### src/rtl/fifo_mem_ctrl_pkg.sv
// rtl/fifo_mem_ctrl_pkg.sv - shared defaults for the FIFO memory controller
//
// Default data/address widths of the memoria instance and the default
// almost-full / almost-empty thresholds that benches drive onto the
// threshold inputs.
package fifo_mem_ctrl_pkg;

  localparam int DATA_WIDTH_DEFAULT    = 10;
  localparam int ADDRESS_WIDTH_DEFAULT = 8;
  localparam int AEMPTY_THR_DEFAULT    = 2;

  // Default almost-full threshold: two entries below depth.
  function automatic int afull_thr_default(input int address_width);
    return (1 << address_width) - 2;
  endfunction

endpackage

### src/rtl/fifo_mem_ctrl.sv
// rtl/fifo_mem_ctrl.sv - pointer, occupancy and flag controller turning a memoria into a FIFO
//
// Ports:
//   clk, reset        : system clock, synchronous active-high reset
//   push, pop         : write / read requests (write data goes straight to memory)
//   afull_thr         : almost-full occupancy threshold (count >= thr)
//   aempty_thr        : almost-empty occupancy threshold (count <= thr)
//   wrmem_enable      : combinational write strobe, accepted push
//   rdmem_enable      : combinational read strobe, accepted pop
//   wr_addr, rd_addr  : registered memory pointers
//   count             : registered occupancy 0..depth
//   full, empty, almost_full, almost_empty : registered occupancy flags
//   data_valid        : memory read data valid, one cycle after rdmem_enable
//   overflow_err      : sticky, push seen while full
//   underflow_err     : sticky, pop seen while empty
module fifo_mem_ctrl
  import fifo_mem_ctrl_pkg::*;
#(
  parameter int data_width    = DATA_WIDTH_DEFAULT,
  parameter int address_width = ADDRESS_WIDTH_DEFAULT
) (
  input  logic                     clk,
  input  logic                     reset,
  input  logic                     push,
  input  logic                     pop,
  input  logic [address_width:0]   afull_thr,
  input  logic [address_width:0]   aempty_thr,
  output logic                     wrmem_enable,
  output logic                     rdmem_enable,
  output logic [address_width-1:0] wr_addr,
  output logic [address_width-1:0] rd_addr,
  output logic [address_width:0]   count,
  output logic                     full,
  output logic                     empty,
  output logic                     almost_full,
  output logic                     almost_empty,
  output logic                     data_valid,
  output logic                     overflow_err,
  output logic                     underflow_err
);

  // The data word only passes between requester and memory; it sizes nothing here.
  if (data_width < 1) begin : g_bad_data_width
    $error("fifo_mem_ctrl: data_width must be at least 1");
  end

  localparam logic [address_width:0] DEPTH_C = {1'b1, {address_width{1'b0}}};

  logic [address_width-1:0] wr_addr_q, wr_addr_d;
  logic [address_width-1:0] rd_addr_q, rd_addr_d;
  logic [address_width:0]   count_q, count_d;
  logic full_q, full_d;
  logic empty_q, empty_d;
  logic almost_full_q, almost_full_d;
  logic almost_empty_q, almost_empty_d;
  logic data_valid_q, data_valid_d;
  logic overflow_err_q, overflow_err_d;
  logic underflow_err_q, underflow_err_d;

  logic wr_acc;
  logic rd_acc;

  always_comb begin
    // Push is gated by full even when a pop is accepted in the same cycle,
    // so a write can never land on the slot being read.
    wr_acc = push & ~full_q & ~reset;
    rd_acc = pop & ~empty_q & ~reset;

    wr_addr_d = wr_addr_q + address_width'(wr_acc);
    rd_addr_d = rd_addr_q + address_width'(rd_acc);
    count_d   = count_q + (address_width + 1)'(wr_acc) - (address_width + 1)'(rd_acc);

    // Flags come from count_d so they line up with count after the edge.
    // thr = 0 makes almost_full true, thr >= depth makes almost_empty true.
    full_d         = (count_d == DEPTH_C);
    empty_d        = (count_d == '0);
    almost_full_d  = (count_d >= afull_thr);
    almost_empty_d = (count_d <= aempty_thr);

    data_valid_d    = rd_acc;
    overflow_err_d  = overflow_err_q | (push & full_q);
    underflow_err_d = underflow_err_q | (pop & empty_q);
  end

  always_ff @(posedge clk) begin
    if (reset) begin
      wr_addr_q       <= '0;
      rd_addr_q       <= '0;
      count_q         <= '0;
      full_q          <= 1'b0;
      empty_q         <= 1'b1;
      almost_full_q   <= 1'b0;
      almost_empty_q  <= 1'b1;
      data_valid_q    <= 1'b0;
      overflow_err_q  <= 1'b0;
      underflow_err_q <= 1'b0;
    end else begin
      wr_addr_q       <= wr_addr_d;
      rd_addr_q       <= rd_addr_d;
      count_q         <= count_d;
      full_q          <= full_d;
      empty_q         <= empty_d;
      almost_full_q   <= almost_full_d;
      almost_empty_q  <= almost_empty_d;
      data_valid_q    <= data_valid_d;
      overflow_err_q  <= overflow_err_d;
      underflow_err_q <= underflow_err_d;
    end
  end

  assign wrmem_enable  = wr_acc;
  assign rdmem_enable  = rd_acc;
  assign wr_addr       = wr_addr_q;
  assign rd_addr       = rd_addr_q;
  assign count         = count_q;
  assign full          = full_q;
  assign empty         = empty_q;
  assign almost_full   = almost_full_q;
  assign almost_empty  = almost_empty_q;
  assign data_valid    = data_valid_q;
  assign overflow_err  = overflow_err_q;
  assign underflow_err = underflow_err_q;

endmodule

### config.mk
export PLATFORM = sky130hd
export DESIGN_NAME = fifo_mem_ctrl
export DESIGN_NICKNAME = d
export VERILOG_FILES = /design/src/rtl/fifo_mem_ctrl_pkg.sv /design/src/rtl/fifo_mem_ctrl.sv
export SDC_FILE = /design/constraint.sdc
export NUM_CORES = 1
export LEC_CHECK = 0
export CAP_MARGIN = 20
export CORE_ASPECT_RATIO = 0.8
export CORE_MARGIN = 10
export CORE_UTILIZATION = 47
export DETAILED_ROUTE_END_ITERATION = 8
export HOLD_SLACK_MARGIN = 0.12
export PLACE_DENSITY = 0.79
export REMOVE_ABC_BUFFERS = 1
export SLEW_MARGIN = 20
export SYNTH_ARGS = -nofsm -noshare
export SYNTH_HDL_FRONTEND = slang
export SYNTH_SLANG_ARGS = --single-unit
### constraint.sdc
create_clock -name clk -period 4.42 [get_ports clk]
set_input_delay 0.884 -clock clk [delete_from_list [all_inputs] [get_ports clk]]
set_output_delay 0.884 -clock clk [all_outputs]
set_load 0.05 [all_outputs]
# Yosys cells after proc, flatten, opt, wreduce, memory -nomap -nowiden
# Index checks and enable logic that the tools add are counted.
# totals
reg_bits	32
latchBits	0
mem_bits_rw	0
rom_bits	0
in_bits	22
out_inout_bits	34
word_cells	29
memories	0
# classes
add_sub_neg	4
multipliers	0
div	0
magnitude_cmp	2
n_eq_ne	1
shifts	0
muxes	0
bitwise	11
n_reduce_logical	1
# op_table
operator	count
8-bit by 1-bit adder with 8-bit output	2
9-bit by 1-bit adder with 9-bit output	1
9-bit == test (second input constant)	1
9-bit >= comparator	1
9-bit <= comparator	1
9-bit logical NOT	1
9-bit by 1-bit subtractor with 9-bit output	1
1-bit bitwise AND	6
1-bit inverter	3
1-bit bitwise OR	2

# Depth between registers and ports, before layout
# Gate-level depths: netlist (run 1).
# logic_depth
word_depth	6
depth_mapped	17
mapped_depth_nobuf	16

# Worst setup path before layout (run 1)
# Ideal clock, no wire load.
# synth_timing
path_kind	input -> register
start	input reset
end	register almost_empty_q, in the netlist almost_empty
setup_time_ns	0.121
arrival_ns	4.890
t_required_ns	4.299
slack_ns	-0.591
stages	17
n_path_buf	2
cell_sequence	buf_6 clkbuf_1 nor3b_1 ha_1 fa_1 a211oi_2 o21a_1 o21ai_0 a21oi_1 xnor2_1 inv_1 ha_1 nand4_1 nor2_1 or2_2 o221ai_1 o31ai_1
# synth_between
elab_chain_cells	5
word_cells_on_any_way	6
classes_between	add/sub (2); order compare (1); bitwise (3)
# synth_rtl
item	line_no	source
from (decl)	fifo_mem_ctrl.sv:23	input logic reset,
1-bit inverter	fifo_mem_ctrl.sv:66	wr_acc = push & ~full_q & ~reset;
1-bit bitwise AND	fifo_mem_ctrl.sv:66	
via wrmem_enable	fifo_mem_ctrl.sv:28	output logic wrmem_enable,
9-bit by 1-bit adder with 9-bit output	fifo_mem_ctrl.sv:71	count_d = count_q + (address_width + 1)'(wr_acc) - (address_width + 1)'(rd_acc);
9-bit by 1-bit subtractor with 9-bit output	fifo_mem_ctrl.sv:71	
via count_d[8]	fifo_mem_ctrl.sv:51	logic [address_width:0] count_q, count_d;
9-bit <= comparator	fifo_mem_ctrl.sv:78	almost_empty_d = (count_d <= aempty_thr);
to (signal assigned)	fifo_mem_ctrl.sv:104	almost_empty_q <= almost_empty_d;
to (decl)	fifo_mem_ctrl.sv:55	logic almost_empty_q, almost_empty_d;
# The timed path passes the listed nets, and every way through them passes these cells.
# A chain may end at the register's enable or synchronous reset.

# Final worst setup path (run 1)
# layout_timing
start	input pop
end	register almost_empty_q, in the netlist almost_empty
# layout_between
elab_chain_cells	4
# layout_rtl
item	line_no	source
from (decl)	fifo_mem_ctrl.sv:25	input logic pop,
1-bit bitwise AND (2 in a row)	fifo_mem_ctrl.sv:67	rd_acc = pop & ~empty_q & ~reset;
9-bit by 1-bit subtractor with 9-bit output	fifo_mem_ctrl.sv:71	
via count_d[8]	fifo_mem_ctrl.sv:51	
9-bit <= comparator	fifo_mem_ctrl.sv:78	
# The timed path passes the listed nets, and every way through them passes these cells.

==> impl_metrics.toml, run 1 <==
[power]
power.density_nw_per_um2 = 732.3
vdd_drop_max_mv = 0.4144
power_frac_comb_pct = 69.8
p_leak_nw = 1.173
power.internal_mw = 1.026
sequentialPowerShare_pct = 18.7
p_sw_uw = 938.3
clkPwrFrac_pct = 11.6
sw_frac_of_total_pct = 47.76
power_mw = 1.965

[die]
die-height_um = 77.07
die_w_um = 91.33
rows = 20
coreArea_sq_um = 3854
initial_core_util_pct = 49.64
dieArea_sq_um = 7038
ios = 56

[routing]
avgViaCountPerCell = 4.979
initialDrtViolationCount = 72
vias = 1698
drtPass1Iterations = 4
wirelength_mm = 4.661
postRouteAntennaNets = 0
drc = 0
wl_per_cell_um = 13.67

[worst_setup_path]
startpoint_type = "input pin"
max_stage_delay_ns = 0.49
slowest_stage = "clkdlybuf4s50_1"
setup.worst_path.end_class = "flop"
crit_required_ns = 4.59
r2r_cells = 16
crit_type = "input pin to flop"
worstPathMaxFanout = 3
crit_arrival_ns = 4.36
path_cells = "clkdlybuf4s50_1 -> nor3b_4 -> xor2_1 -> ha_2 -> fa_2 -> a211oi_4 -> o21a_1 -> o21ai_0 -> a21oi_1 -> xnor2_1 -> inv_1 -> ha_1 -> nand4_1 -> nor2_1 -> or2_2 -> o221ai_1 -> o31ai_1"

[flow_run]
cap_violations = 0

[timing]
hold_slack_ns = 0.4724
finalMaxSlewViolations = 0
fin_crit_ns = 4.199
skew_ns = 0.003398
finalHoldViolCount = 0
max_slew.worst_pin.slew_ns = 0.5158
finalSetupViolCount = 0
relSlewSlack_pct = 65.50
max_clock_freq_mhz = 238.2
fin_crit_sh_pct = 95.00

[final_layout]
diodes = 0
nets = 335
largest_reg_flops = 9
final_common_cell = "clkdlybuf4s50_1"
fill_cells = 337
largest_register = "count"
area_growth_pct = 40.22
layout_common_cells = "clkdlybuf4s50_1, nor2_1, dfxtp_1, ha_1, inv_1"
drive_above_1_share_pct = 8.392

[clock_tree]
cts-buffers-inserted = 5
cts.sinks = 32
cts_buffer_depth = 2
root_buffer = "clkbuf_8"
h-tree-depth = 2
cts_tree = "yes"
clk_latency_ns = 0.28
clkTransAtPathRegs_ns = 0.06

[yosys]
netlist_instances = 220
ys_types = 38
avgSynthCellArea_sq_um = 8.696
yosysTopAreaCell = "dfxtp_1"
synth.ff_latch_count = 32
ys_seq_area_share_pct = 33.49
synth_top_area_share_pct = 33.49
ys_warn_count = 0
netlist_area_sq_um = 1913
ys_top_cells_by_area = "dfxtp_1, ha_1, xor2_1"

[outcome]
outcome = "complete, no violations"

[placement]
globalplace.congestion = 0.8740
hpwl_mm = 3.892
portBuffers = 55

[worst_hold_path]
min_path_cells = 2
hold_class = "flop to flop"

[global_routing]
antenna_found_initial = 0
grt_overflow_total = 0
track_usage_pct = 13.29
grt_max_degree = 20
grt_pass1_vias = 1594
grt_first_pass_wirelength_mm = 7.700
[Yosys cell counts]
cell,instances
o21ai_0,8
o221ai_1,1
and2_1,1
inv_1,25
nand3_1,9
clkbuf_1,3
or2_2,1
ha_1,27
o21bai_1,2
and3_1,4
a22oi_1,1
inv_2,1
xor2_2,1
a31oi_1,1
o21ai_1,1
a211oi_1,1
a41o_1,1
xor2_1,15
nand2b_1,3
o21a_1,1
nor4_1,2
nand2_1,2
xnor2_1,7
nor3b_4,1
dfxtp_1,32
nand4_1,3
buf_6,1
nor2_1,34
nor2b_1,8
fa_1,1
nor3_1,5
a21oi_1,8
o31a_1,1
nand2_2,1
or3_1,1
a211oi_2,2
nor3b_1,2
o31ai_1,2
[worst max-delay path: cells and delay by family]
kind / cells / cell delay (ns)
compound gates: 6 / 1.04
xor+xnor: 2 / 0.25
fa+ha+maj: 3 / 0.93
buf+inv: 2 / 0.57
simple gates: 4 / 0.68
[layer usage]
layer / GRT usage [%] / vias up / wire (um)
li1: - / 864 / -
met1: 16.23 / 769 / 2126
met2: 20.86 / 56 / 2142
met3: 4.377 / 9 / 311
met4: 5.625 / 0 / 81
met5: 0 / - / 0
[cell families after synthesis]
group,count (synthesis),synth area share (%)
buffers and inverters,30,6.278
flip-flops,32,33.49
XOR/XNOR,23,10.92
AND/OR/NAND/NOR,77,20.34
AO/OA/AOI/OAI,30,10.27
adder cells (fa/ha/maj),28,18.70
[repair_timing]
item / in CTS / in global routing
setup endpoints to repair: 0 / 1
hold buffers: 0 / 0
buffers inserted: 0 / 0
gates resized for setup: 0 / 5
[stage by stage]
| stage | std cells | utilization, % | area [sq um] | TNS [ns] | worst slack (ns) |
|---|---|---|---|---|---|
| finish | 341 | 69.61 | 2683 | 0 | 0.2212 |
| global route | 341 | 69.61 | 2683 | -0.02324 | -0.02324 |
| CTS | 341 | 69.03 | 2660 | 0 | 0.1375 |
| detailed placement | 333 | 66.69 | 2570 | -0.1427 | -0.1427 |
| global placement | 333 | 66.69 | 2570 | 0 | 0.03865 |
| floorplan | 216 | - | 1891 | -0.2530 | -0.2530 |
[layout make-up]
type                            instances  area, sq um  area share [%]
Clock buffer                            8        90.09           3.358
Multi-Input combinational cell        158         1172           43.70
Inverter                               26        97.59           3.638
Timing Repair Buffer                   62        613.1           22.85
Tap cell                               55        68.82           2.565
Sequential cell                        32        640.6           23.88
[power groups by stage]
stage               clock [mW]  sequential (mW)  combinational (mW)
floorplan                    0            0.505               0.807
global placement             0            0.371                1.31
detailed placement           0            0.373                1.35
CTS                      0.233            0.367                1.36
global route             0.249            0.373                1.53
finish                   0.227            0.367                1.37
[final timing paths]
path / start / endpoint / slack, ns
max: pop / almost_empty$_SDFF_PP1_ / 0.22
min: underflow_err$_SDFF_PP0_ / underflow_err$_SDFF_PP0_ / 0.47
max reg2reg: empty$_SDFF_PP1_ / almost_empty$_SDFF_PP1_ / 0.96
min reg2reg: underflow_err$_SDFF_PP0_ / underflow_err$_SDFF_PP0_ / 0.47
Power figures use the tool's default switching activity.
==> inputs of run 2 (changes only) <==
--- a/config.mk
+++ b/config.mk
@@ -9,6 +9,7 @@
 export CORE_ASPECT_RATIO = 0.8
 export CORE_MARGIN = 10
 export CORE_UTILIZATION = 47
+export CTS_CLUSTER_DIAMETER = 150
 export DETAILED_ROUTE_END_ITERATION = 8
 export HOLD_SLACK_MARGIN = 0.12
 export PLACE_DENSITY = 0.79
==> results of run 2 <==
Final layout, timing and power as in run 1 (identical DEF).
==> inputs of run 3 (changes only) <==
--- a/config.mk
+++ b/config.mk
@@ -5,14 +5,13 @@
 export SDC_FILE = /design/constraint.sdc
 export NUM_CORES = 1
 export LEC_CHECK = 0
-export CAP_MARGIN = 20
 export CORE_ASPECT_RATIO = 0.8
 export CORE_MARGIN = 10
-export CORE_UTILIZATION = 47
+export CORE_UTILIZATION = 43
 export CTS_CLUSTER_DIAMETER = 150
 export DETAILED_ROUTE_END_ITERATION = 8
 export HOLD_SLACK_MARGIN = 0.12
-export PLACE_DENSITY = 0.79
+export PLACE_DENSITY = 0.77
 export REMOVE_ABC_BUFFERS = 1
 export SLEW_MARGIN = 20
 export SYNTH_ARGS = -nofsm -noshare
==> constraint.sdc (replaced) <==
create_clock -name clk -period 3.4 [get_ports clk]
set_input_delay 0.68 -clock clk [delete_from_list [all_inputs] [get_ports clk]]
set_output_delay 0.68 -clock clk [all_outputs]
set_load 0.05 [all_outputs]
==> impl_metrics.toml, run 3 (synthesized netlist as in run 1, its figures left out) <==
[global_routing]
grt_pass1_vias = 1909
grt_overflow_total = 0
antenna_found_initial = 0
grt_first_pass_wirelength_mm = 8.818
track_usage_pct = 14.45
grt_max_degree = 14

[final_layout]
drive_above_1_share_pct = 22.96
largest_reg_flops = 9
fin_util_pct = 72.11
area_growth_pct = 59.45
final_common_cell = "clkdlybuf4s50_1"
layout_common_cells = "clkdlybuf4s50_1, buf_4, nor2_1, dfxtp_1, inv_1"
nets = 367
largest_register = "count"
diodes = 0

[clock_tree]
cts.sinks = 32
clkTransAtPathRegs_ns = 0.07
cts_tree = "yes"
cts_buffer_depth = 2
cts-buffers-inserted = 5
h-tree-depth = 2
clk_latency_ns = 0.29
root_buffer = "clkbuf_8"
hold_buffers = 0

[routing]
wl_per_cell_um = 15.19
postRouteAntennaNets = 0
wirelength_mm = 5.696
wl_met3_um = 292
top_layer = "met4"
dr_wl_met2_mm = 2.864
vias = 1844
initialDrtViolationCount = 114
drt-met1-wl_mm = 2.446
drtPass1Iterations = 4
avgViaCountPerCell = 4.917
drc = 0

[timing]
fin_crit_ns = 3.465
finalHoldViolCount = 0
setup_tns_ns = -0.06533
fin_crit_sh_pct = 101.9
relSlewSlack_pct = 64.41
finalSetupViolCount = 1
skew_ns = 0.003634
max_clock_freq_mhz = 288.6
finalMaxSlewViolations = 0
fin_ws_ns = -0.06533
rsz0062_at_grt = "yes"
max_slew.worst_pin.slew_ns = 0.5322

[worst_setup_path]
crit_arrival_ns = 3.67
startpoint = "reset"
r2r_cells = 16
setup.worst_path.end_class = "flop"
crit_required_ns = 3.61
startpoint_type = "input pin"
worstSetupEndpoint = "almost_empty$_SDFF_PP1_"
r2r_start = "empty$_SDFF_PP1_"
r2r_slack_ns = 0.06
worstPathMaxFanout = 3
crit_type = "input pin to flop"
r2r-end = "almost_empty$_SDFF_PP1_"

[outcome]
outcome = "complete, but fails checks"
violations = "setup timing"

[power]
power_mw = 3.605
power.density_nw_per_um2 = 1182
p_leak_nw = 1.348
vdd_drop_max_mv = 0.9378

[worst_hold_path]
hold_class = "flop to flop"

[placement]
globalplace.congestion = 0.8455
portBuffers = 55
dp_slack_ns = -0.8178
hpwl_mm = 3.990

[die]
die-height_um = 79.66
ios = 56
rows = 21
coreArea_sq_um = 4230
dieArea_sq_um = 7534
initial_core_util_pct = 45.22
die_w_um = 94.58

[flow_run]
cap_violations = 0
-- run 3: changes by cell type in the layout (fill, tap and decap cells not counted), sizes merged --
cell,change
buf,+34
clkbuf,-3
clkdlybuf4s50,-2
bufinv,+1
clkinv,+1
clkinvlp,+1
dlygate4sd2,+1
dlymetal6s2s,-1
-- run 3: how the worst min path moves through the flow --
stage,cells past startpoint,start,slack [ns],endpoint
6_report,2,underflow_err$_SDFF_PP0_,0.48,underflow_err$_SDFF_PP0_
5_1_grt,2,rd_addr[7]$_SDFF_PP0_,0.54,rd_addr[7]$_SDFF_PP0_
4_1_cts,2,overflow_err$_SDFF_PP0_,0.48,overflow_err$_SDFF_PP0_
3_5_place_dp,2,underflow_err$_SDFF_PP0_,0.46,underflow_err$_SDFF_PP0_
3_3_place_gp,2,overflow_err$_SDFF_PP0_,0.45,overflow_err$_SDFF_PP0_
2_1_floorplan,2,overflow_err$_SDFF_PP0_,0.72,overflow_err$_SDFF_PP0_
-- run 3: worst max-delay path: stages --
cell and delay [ns]:
buf_8 0.10, nor3b_4 0.23, xor2_1 0.11, ha_2 0.20, fa_2 0.35, a211oi_2 0.24
buf_4 0.16, o21bai_1 0.08, a21oi_2 0.20, xor2_2 0.18, inv_2 0.07, ha_4 0.27
nand4_1 0.17, nor2_2 0.23, or2_4 0.14, o221ai_2 0.07, o31ai_1 0.18
-- run 3: cell type report --
class                   instances  area [sq um]
clock buffers                   5         68.82
clock inverters                 3         42.54
fillers                       306          1180
inverters                      26         97.59
multi-input cells             158          1261
flip-flops and latches         32         640.6
well taps                      57         71.32
repair buffers                 94         868.3
-- run 3: where the power goes --
group / internal (mW) / total (mW) / switching, mW
sequential: 0.435 / 0.479 / 0.0449
clock: 0.217 / 0.369 / 0.152
combinational: 1.37 / 2.76 / 1.39
-- run 3: per-layer routing --
metal  track usage (%)  vias to the layer above
li1                  -                      930
met1             16.48                      858
met2             25.21                       42
met3             4.417                       14
met4             4.478                        0
met5                 0                        -
-- run 3: what timing repair did --
action / 4_1_cts / 5_1_grt
pin swaps: 21 / 17
gates resized for setup: 25 / 9
setup endpoints to repair: 2 / 4
setup buffers: 14 / 4
-- run 3: metrics by stage --
step                      hold WS [ns]  cells  cell area, sq um
after floorplan                 0.7220    216              1891
after global placement          0.4526    351              2705
after detailed placement        0.4604    351              2705
after CTS                       0.4812    373              2992
after global routing            0.5438    375              3050
final                           0.4771    375              3050
